`src/rtl/imem_pkg.sv`:
```
// Shared types and default widths for the instruction-memory arbiter.
package imem_pkg;

  localparam int DEF_ADDR_W = 32;
  localparam int DEF_DATA_W = 32;

  typedef enum logic {
    FETCH  = 1'b0,
    LOADER = 1'b1
  } req_e;

  // Which port, if any, is owed read data in the next cycle.
  typedef enum logic [1:0] {
    IDLE   = 2'd0,
    RESP_F = 2'd1,
    RESP_L = 2'd2
  } state_e;

endpackage

```
`src/rtl/rr_arb2.sv`:
```
// Two-way round-robin arbiter with a loader lock that masks the fetch port.
module rr_arb2
  import imem_pkg::*;
(
  input  logic en,
  input  logic req_f,
  input  logic req_l,
  input  logic lock,
  input  req_e last_grant,
  output logic gnt_f,
  output logic gnt_l,
  output logic upd
);

  always_comb begin
    gnt_f = 1'b0;
    gnt_l = 1'b0;
    if (en) begin
      if (lock) begin
        gnt_l = req_l;
      end else if (req_f && req_l) begin
        // The port that did not win last time takes this conflict.
        if (last_grant == LOADER) gnt_f = 1'b1;
        else                      gnt_l = 1'b1;
      end else begin
        gnt_f = req_f;
        gnt_l = req_l;
      end
    end
  end

  // Locked grants leave the round-robin history untouched.
  assign upd = en && !lock && (gnt_f || gnt_l);

endmodule

```
`src/rtl/imem_arbiter.sv`:
```
// Shares one single-port instruction memory between the CPU fetch port and
// a loader port; reads return one cycle after grant.
module imem_arbiter
  import imem_pkg::*;
#(
  parameter int ADDR_W = DEF_ADDR_W,
  parameter int DATA_W = DEF_DATA_W
) (
  input  logic              clk,
  input  logic              reset_n,
  input  logic              f_req,
  input  logic [ADDR_W-1:0] f_addr,
  output logic              f_gnt,
  output logic              f_rvalid,
  output logic [DATA_W-1:0] f_rdata,
  input  logic              l_req,
  input  logic              l_we,
  input  logic [ADDR_W-1:0] l_addr,
  input  logic [DATA_W-1:0] l_wdata,
  input  logic              l_lock,
  output logic              l_gnt,
  output logic              l_rvalid,
  output logic [DATA_W-1:0] l_rdata,
  output logic              m_ren,
  output logic              m_wen,
  output logic [ADDR_W-1:0] m_addr,
  output logic [DATA_W-1:0] m_wdata,
  input  logic [DATA_W-1:0] m_rdata
);

  state_e            state_q, state_d;
  req_e              last_grant_q, last_grant_d;
  logic [DATA_W-1:0] f_hold_q, f_hold_d;
  logic [DATA_W-1:0] l_hold_q, l_hold_d;
  logic              arb_upd;
  logic              resp_f, resp_l;

  rr_arb2 u_arb (
    .en         (reset_n),
    .req_f      (f_req),
    .req_l      (l_req),
    .lock       (l_lock),
    .last_grant (last_grant_q),
    .gnt_f      (f_gnt),
    .gnt_l      (l_gnt),
    .upd        (arb_upd)
  );

  always_comb begin
    m_ren   = 1'b0;
    m_wen   = 1'b0;
    m_addr  = '0;
    m_wdata = '0;
    if (f_gnt) begin
      m_ren  = 1'b1;
      m_addr = f_addr;
    end else if (l_gnt) begin
      m_ren   = !l_we;
      m_wen   = l_we;
      m_addr  = l_addr;
      m_wdata = l_wdata;
    end
  end

  // A response owed across a reset assertion is dropped, not delivered.
  assign resp_f   = reset_n && (state_q == RESP_F);
  assign resp_l   = reset_n && (state_q == RESP_L);
  assign f_rvalid = resp_f;
  assign l_rvalid = resp_l;
  assign f_rdata  = resp_f ? m_rdata : f_hold_q;
  assign l_rdata  = resp_l ? m_rdata : l_hold_q;

  always_comb begin
    state_d      = IDLE;
    last_grant_d = last_grant_q;
    f_hold_d     = f_rdata;
    l_hold_d     = l_rdata;
    if (f_gnt)               state_d = RESP_F;
    else if (l_gnt && !l_we) state_d = RESP_L;
    if (arb_upd) last_grant_d = f_gnt ? FETCH : LOADER;
  end

  always_ff @(posedge clk) begin
    if (!reset_n) begin
      state_q      <= IDLE;
      last_grant_q <= LOADER;
      f_hold_q     <= '0;
      l_hold_q     <= '0;
    end else begin
      state_q      <= state_d;
      last_grant_q <= last_grant_d;
      f_hold_q     <= f_hold_d;
      l_hold_q     <= l_hold_d;
    end
  end

endmodule

```
`config.mk`:
```
export PLATFORM = sky130hd
export DESIGN_NAME = imem_arbiter
export DESIGN_NICKNAME = d
export VERILOG_FILES = /design/src/rtl/imem_pkg.sv /design/src/rtl/rr_arb2.sv /design/src/rtl/imem_arbiter.sv
export SDC_FILE = /design/constraint.sdc
export NUM_CORES = 1
export LEC_CHECK = 0
export CAP_MARGIN = 20
export CORE_ASPECT_RATIO = 0.7
export CORE_MARGIN = 2
export CORE_UTILIZATION = 37
export DETAILED_ROUTE_END_ITERATION = 8
export GPL_TIMING_DRIVEN = 0
export PLACE_DENSITY = 0.94
export SLEW_MARGIN = 20
export SYNTH_ARGS = -nofsm -noshare
export SYNTH_HDL_FRONTEND = slang
export SYNTH_HIERARCHICAL = 1
export SYNTH_SLANG_ARGS = --single-unit
export TNS_END_PERCENT = 5
```
`constraint.sdc`:
```
create_clock -name clk -period 2.37 [get_ports clk]
set_input_delay 0.474 -clock clk [delete_from_list [all_inputs] [get_ports clk]]
set_output_delay 0.474 -clock clk [all_outputs]
set_load 0.01 [all_outputs]
```
# ---- Word level (Yosys, flattened, before mapping)
# Cells that the tools add are included.
dict set report classes {
  addsub 0
  multipliers 0
  n_div 0
  order_cmp 0
  n_eq_ne 2
  n_shift 0
  mux 21
  n_bitwise 1
  n_reduce_logical 10
}
# cell n
set ops {}
lappend ops {{two-way mux 32 bit} 6}
lappend ops {{two-way mux 1 bit} 14}
lappend ops {{logical AND 1 bit} 6}
lappend ops {{== test 2 x 1 -> 1 bit (second input constant)} 1}
lappend ops {{== test 2 bit (second input constant)} 1}
lappend ops {{logical NOT 1 bit} 2}
lappend ops {{two-way mux 2 bit} 1}
lappend ops {{OR reduction 2 bit} 1}
lappend ops {{logical OR 1 bit} 1}
lappend ops {{inverter 1 bit} 1}
dict set report word_totals {
  reg_bits 67
  latch_bits 0
  mem_bits_rw 0
  mem_bits_ro 0
  input_bits 134
  out_inout_bits 134
  wordCells 39
  n_memories 0
}

# ---- Longest topological paths before layout
# Gate-level depths: netlist of run 1.
dict set report depth {
  depth_word 7
  depth_mapped 7
  ltp_nobuf 5
}

# ---- Cells and area by module
# Netlist of run 1, hierarchy kept.
# mod n_inst cells_each area_per_inst_um2
set modules_own_cells {}
lappend modules_own_cells {imem_arbiter 1 442 4032.6}
lappend modules_own_cells {rr_arb2 1 6 38.8}

# ---- Worst setup path after synthesis of run 1
# OpenSTA, ideal clock, no wires.
dict set report synth_path {
  path_kind {input -> output}
  from {in l_req}
  to {out m_wdata[18]}
  arrival_time_ns 1.683
  path_slack_ns 0.213
  cell_stages 7
  n_path_buf 3
  cell_sequence {inv_1 > o2111a_1 > buf_2 > nor2b_1 > buf_2 > clkbuf_1 > and2_1}
}
# element line_no
set synth_lines {}
lappend synth_lines {{from (decl)} imem_arbiter.sv:16} ;# input logic l_req,
lappend synth_lines {{logical AND 1 bit} rr_arb2.sv:21} ;# end else if (req_f && req_l) begin
lappend synth_lines {{two-way mux 1 bit} rr_arb2.sv:21}
lappend synth_lines {{two-way mux 1 bit} rr_arb2.sv:19} ;# if (lock) begin
lappend synth_lines {{two-way mux 1 bit} rr_arb2.sv:18} ;# if (en) begin
lappend synth_lines {{named net f_gnt} imem_arbiter.sv:13} ;# output logic f_gnt,
lappend synth_lines {{two-way mux 32 bit} imem_arbiter.sv:54} ;# if (f_gnt) begin
lappend synth_lines {{to (decl)} imem_arbiter.sv:27} ;# output logic [DATA_W-1:0] m_wdata,
# The timed path passes the listed nets, and every way through them passes these cells.

# ---- Worst setup path after layout of run 1
dict set report layout_path {
  from {in reset_n}
  to {out m_wdata[10]}
}
dict set report layout_via {
  elab_chain_cells 3
}
# element line_no
set layout_rtl {}
lappend layout_rtl {{from (decl)} imem_arbiter.sv:10} ;# input logic reset_n,
lappend layout_rtl {{two-way mux 1 bit} rr_arb2.sv:18}
lappend layout_rtl {{two-way mux 32 bit} imem_arbiter.sv:57} ;# end else if (l_gnt) begin
lappend layout_rtl {{two-way mux 32 bit (*)} imem_arbiter.sv:54}
# Every way passes the cells marked *; elsewhere a longest branch is shown, timed or not.

==> impl_metrics.json, run 1 <==
{
  "leakage_nw": 3.459,
  "worst_setup_path_end_kind": "output port",
  "io_pins": 268,
  "rsz0062_at_grt": "true",
  "row_count": 32,
  "grt_pass1_vias": 4587,
  "outcome": "finished clean",
  "maxSlewHeadroom_pct": 63.81,
  "min_period_ns": 2.351,
  "critPathMaxFanout": 10,
  "netlist.area_leader.share_pct": 32.94,
  "dr_total_vias": 4484,
  "insertion_delay_ns": 0.33,
  "htreeDepth": 3,
  "final-hold-violation-count": 0,
  "dp_slack_ns": -1.539,
  "yosysSeqAreaShare_pct": 32.94,
  "swShare_pct": 25.33,
  "cts_tree": "yes",
  "finalNonFillerCells": 899,
  "vias_per_cell": 4.988,
  "cts_max_path_buffers": 2,
  "die-height_um": 91.77,
  "grt_max_degree": 14,
  "path_clk_slew_ns": 0.06,
  "n_fill_cell": 849,
  "dp.cells": 868,
  "post-route-period-util_pct": 99.19,
  "fmax_mhz": 425.4,
  "clock_sinks": 67,
  "portBuffers": 267,
  "grt_pass1_wl_mm": 24.62,
  "fin_ws_ns": 0.01922,
  "worstSetupPathType": "input pin to output port",
  "drv_cap": 0,
  "syn_to_final_growth_pct": 77.69,
  "overflow": 0,
  "finalSetupViolations": 0,
  "multi_input_area_um2": 2536,
  "skew_ns": 0.003950,
  "yosysWarningCount": 6,
  "worstHoldPathType": "flip-flop to flip-flop",
  "cp_cell_sequence": "buf_6, nand2_1, a31oi_4, nor2b_4, buf_12, clkbuf_8, and2_1, clkdlybuf4s15_1",
  "p_sw_mw": 0.8102,
  "initial_core_util_pct": 37.52,
  "yosys.area.top_type": "dfxtp_1",
  "final_common_cell": "clkdlybuf4s50_1",
  "seq_area_um2": 1348,
  "hold_buffers": 0,
  "final_cell_mix": "clkdlybuf4s50_1, nand2_1, buf_2",
  "ys_ff_latch": 67,
  "hpwlAfterDp_mm": 12.78,
  "combPwrFrac_pct": 22.2,
  "synth_area_leaders": "dfxtp_1, mux2_4, nand2_1, a21boi_0, a22o_1",
  "pwr-share-clk_pct": 41.5,
  "dr.pass1.iters": 4,
  "cp-start-kind": "input pin",
  "wl_per_cell_um": 18.74,
  "cts-buffers-inserted": 9,
  "syn_avg_cell_area_um2": 9.088,
  "synthCells": 448,
  "nNetsFinal": 875,
  "final_max_slew_viol_count": 0,
  "drive_above_1_share_pct": 27.08,
  "drc": 0,
  "vdd_drop_max_uv": 338.4,
  "syn_nets": 582,
  "synth_area_um2": 4071,
  "internal-power_mw": 2.388,
  "wirelength_mm": 16.84,
  "power_mw": 3.198,
  "track_usage_pct": 27.50,
  "diodes": 0,
  "power_frac_seq_pct": 36.3,
  "finalCoreUtilization_pct": 66.67,
  "dieArea_um2": 11870,
  "slowest_delay_ns": 0.24,
  "worst_slew_pin_slew_ns": 0.5428,
  "fin_hold_ws_ns": 0.4615,
  "p_per_area_nw_per_um2": 442.1,
  "core_um2": 10850,
  "antenna_found_initial": 1,
  "ys_types": 22,
  "drt_iter0_markers": 185,
  "fin_area_um2": 7234,
  "worstPathRequired_ns": 1.90,
  "root_buffer": "clkbuf_16",
  "gp_congestion": 0.7789,
  "die_x_um": 129.4,
  "ant_nets": 0,
  "slowest_stage": "nor2b_4",
  "arrival_ns": 1.88,
  "place_area_um2": 6935,
  "tns_ns": 0
}
[state kept, by name, summed over array words and instances, names as in the netlist]
register and cells:
last_grant_q 1, l_hold_q 32, f_hold_q 32, state_q 2
[critical path: cells and delay by family]
kind	cells	cell delay, ns
and+or+nand+nor	3	0.50
buffers and inverters	4	0.67
AOI/OAI and AO/OA	1	0.21
[routing by layer]
metal  vias up  routed length, µm  global-route usage, %
li1       2110                  -                      -
met1      2140               6874                  33.29
met2       193               8117                  46.01
met3        41               1263                  8.051
met4         0                588                  10.42
met5         -                  0                      0
[logic make-up after synthesis]
logic type	share of synthesized area (%)
mux	23.05
simple gates	18.78
buf+inv	5.562
flops	32.94
compound gates	19.67
[synth_stat cells]
| cell type | number |
|---|---|
| and3_1 | 1 |
| o211a_1 | 1 |
| inv_1 | 5 |
| and2_1 | 34 |
| buf_1 | 2 |
| nand2b_1 | 2 |
| a21o_1 | 1 |
| o2111a_1 | 1 |
| a21boi_1 | 8 |
| mux2_4 | 58 |
| a31oi_1 | 1 |
| nor2b_1 | 3 |
| buf_2 | 16 |
| dfxtp_1 | 67 |
| nand2_1 | 131 |
| a22o_1 | 32 |
| nand2_4 | 2 |
| buf_6 | 6 |
| mux2_2 | 6 |
| a21boi_0 | 56 |
| o21ai_0 | 1 |
| clkbuf_1 | 14 |
[path summary, 6_finish.rpt]
path / from / slack [ns] / endpoint / cells past startpoint
max: reset_n / 0.02 / m_wdata[10] / 8
max reg2reg: state_q[0] / 0.89 / l_hold_q[4] / 4
min reg2reg: f_hold_q[31] / 0.46 / f_hold_q[31] / 2
min: f_hold_q[31] / 0.46 / f_hold_q[31] / 2
[area by class of cell]
| type | count | share of cell area (%) |
|---|---|---|
| buffer | 37 | 4.358 |
| clock buffer | 9 | 3.113 |
| clock inverter | 7 | 1.055 |
| inverter | 5 | 0.2594 |
| multi-input combinational | 338 | 35.06 |
| sequential | 67 | 18.63 |
| tap | 153 | 2.646 |
| timing repair buffer | 283 | 34.88 |
[power by group through the flow]
stage	Sequential, mW	Clock (mW)	Combinational (mW)
after CTS	1.16	1.35	0.696
after global routing	1.16	1.39	0.750
after global placement	1.18	0	0.696
after floorplan	1.18	0	0.238
after detailed placement	1.19	0	0.710
final	1.16	1.33	0.710
[repair_timing]
item                       4_1_cts  5_1_grt
setup buffers                    8        2
gates resized for setup        394       18
hold endpoints to repair         0        0
setup endpoints to repair      134      113
gates cloned                     6        0
pin swaps                        4        3
No activity file was read; power rests on OpenSTA's default activity.
==> run 2: changes to the inputs <==
CTS_CLUSTER_SIZE = 14   (was unset)
==> results of run 2 <==
Same layout as run 1: the final DEF is identical, and so are final timing and power.
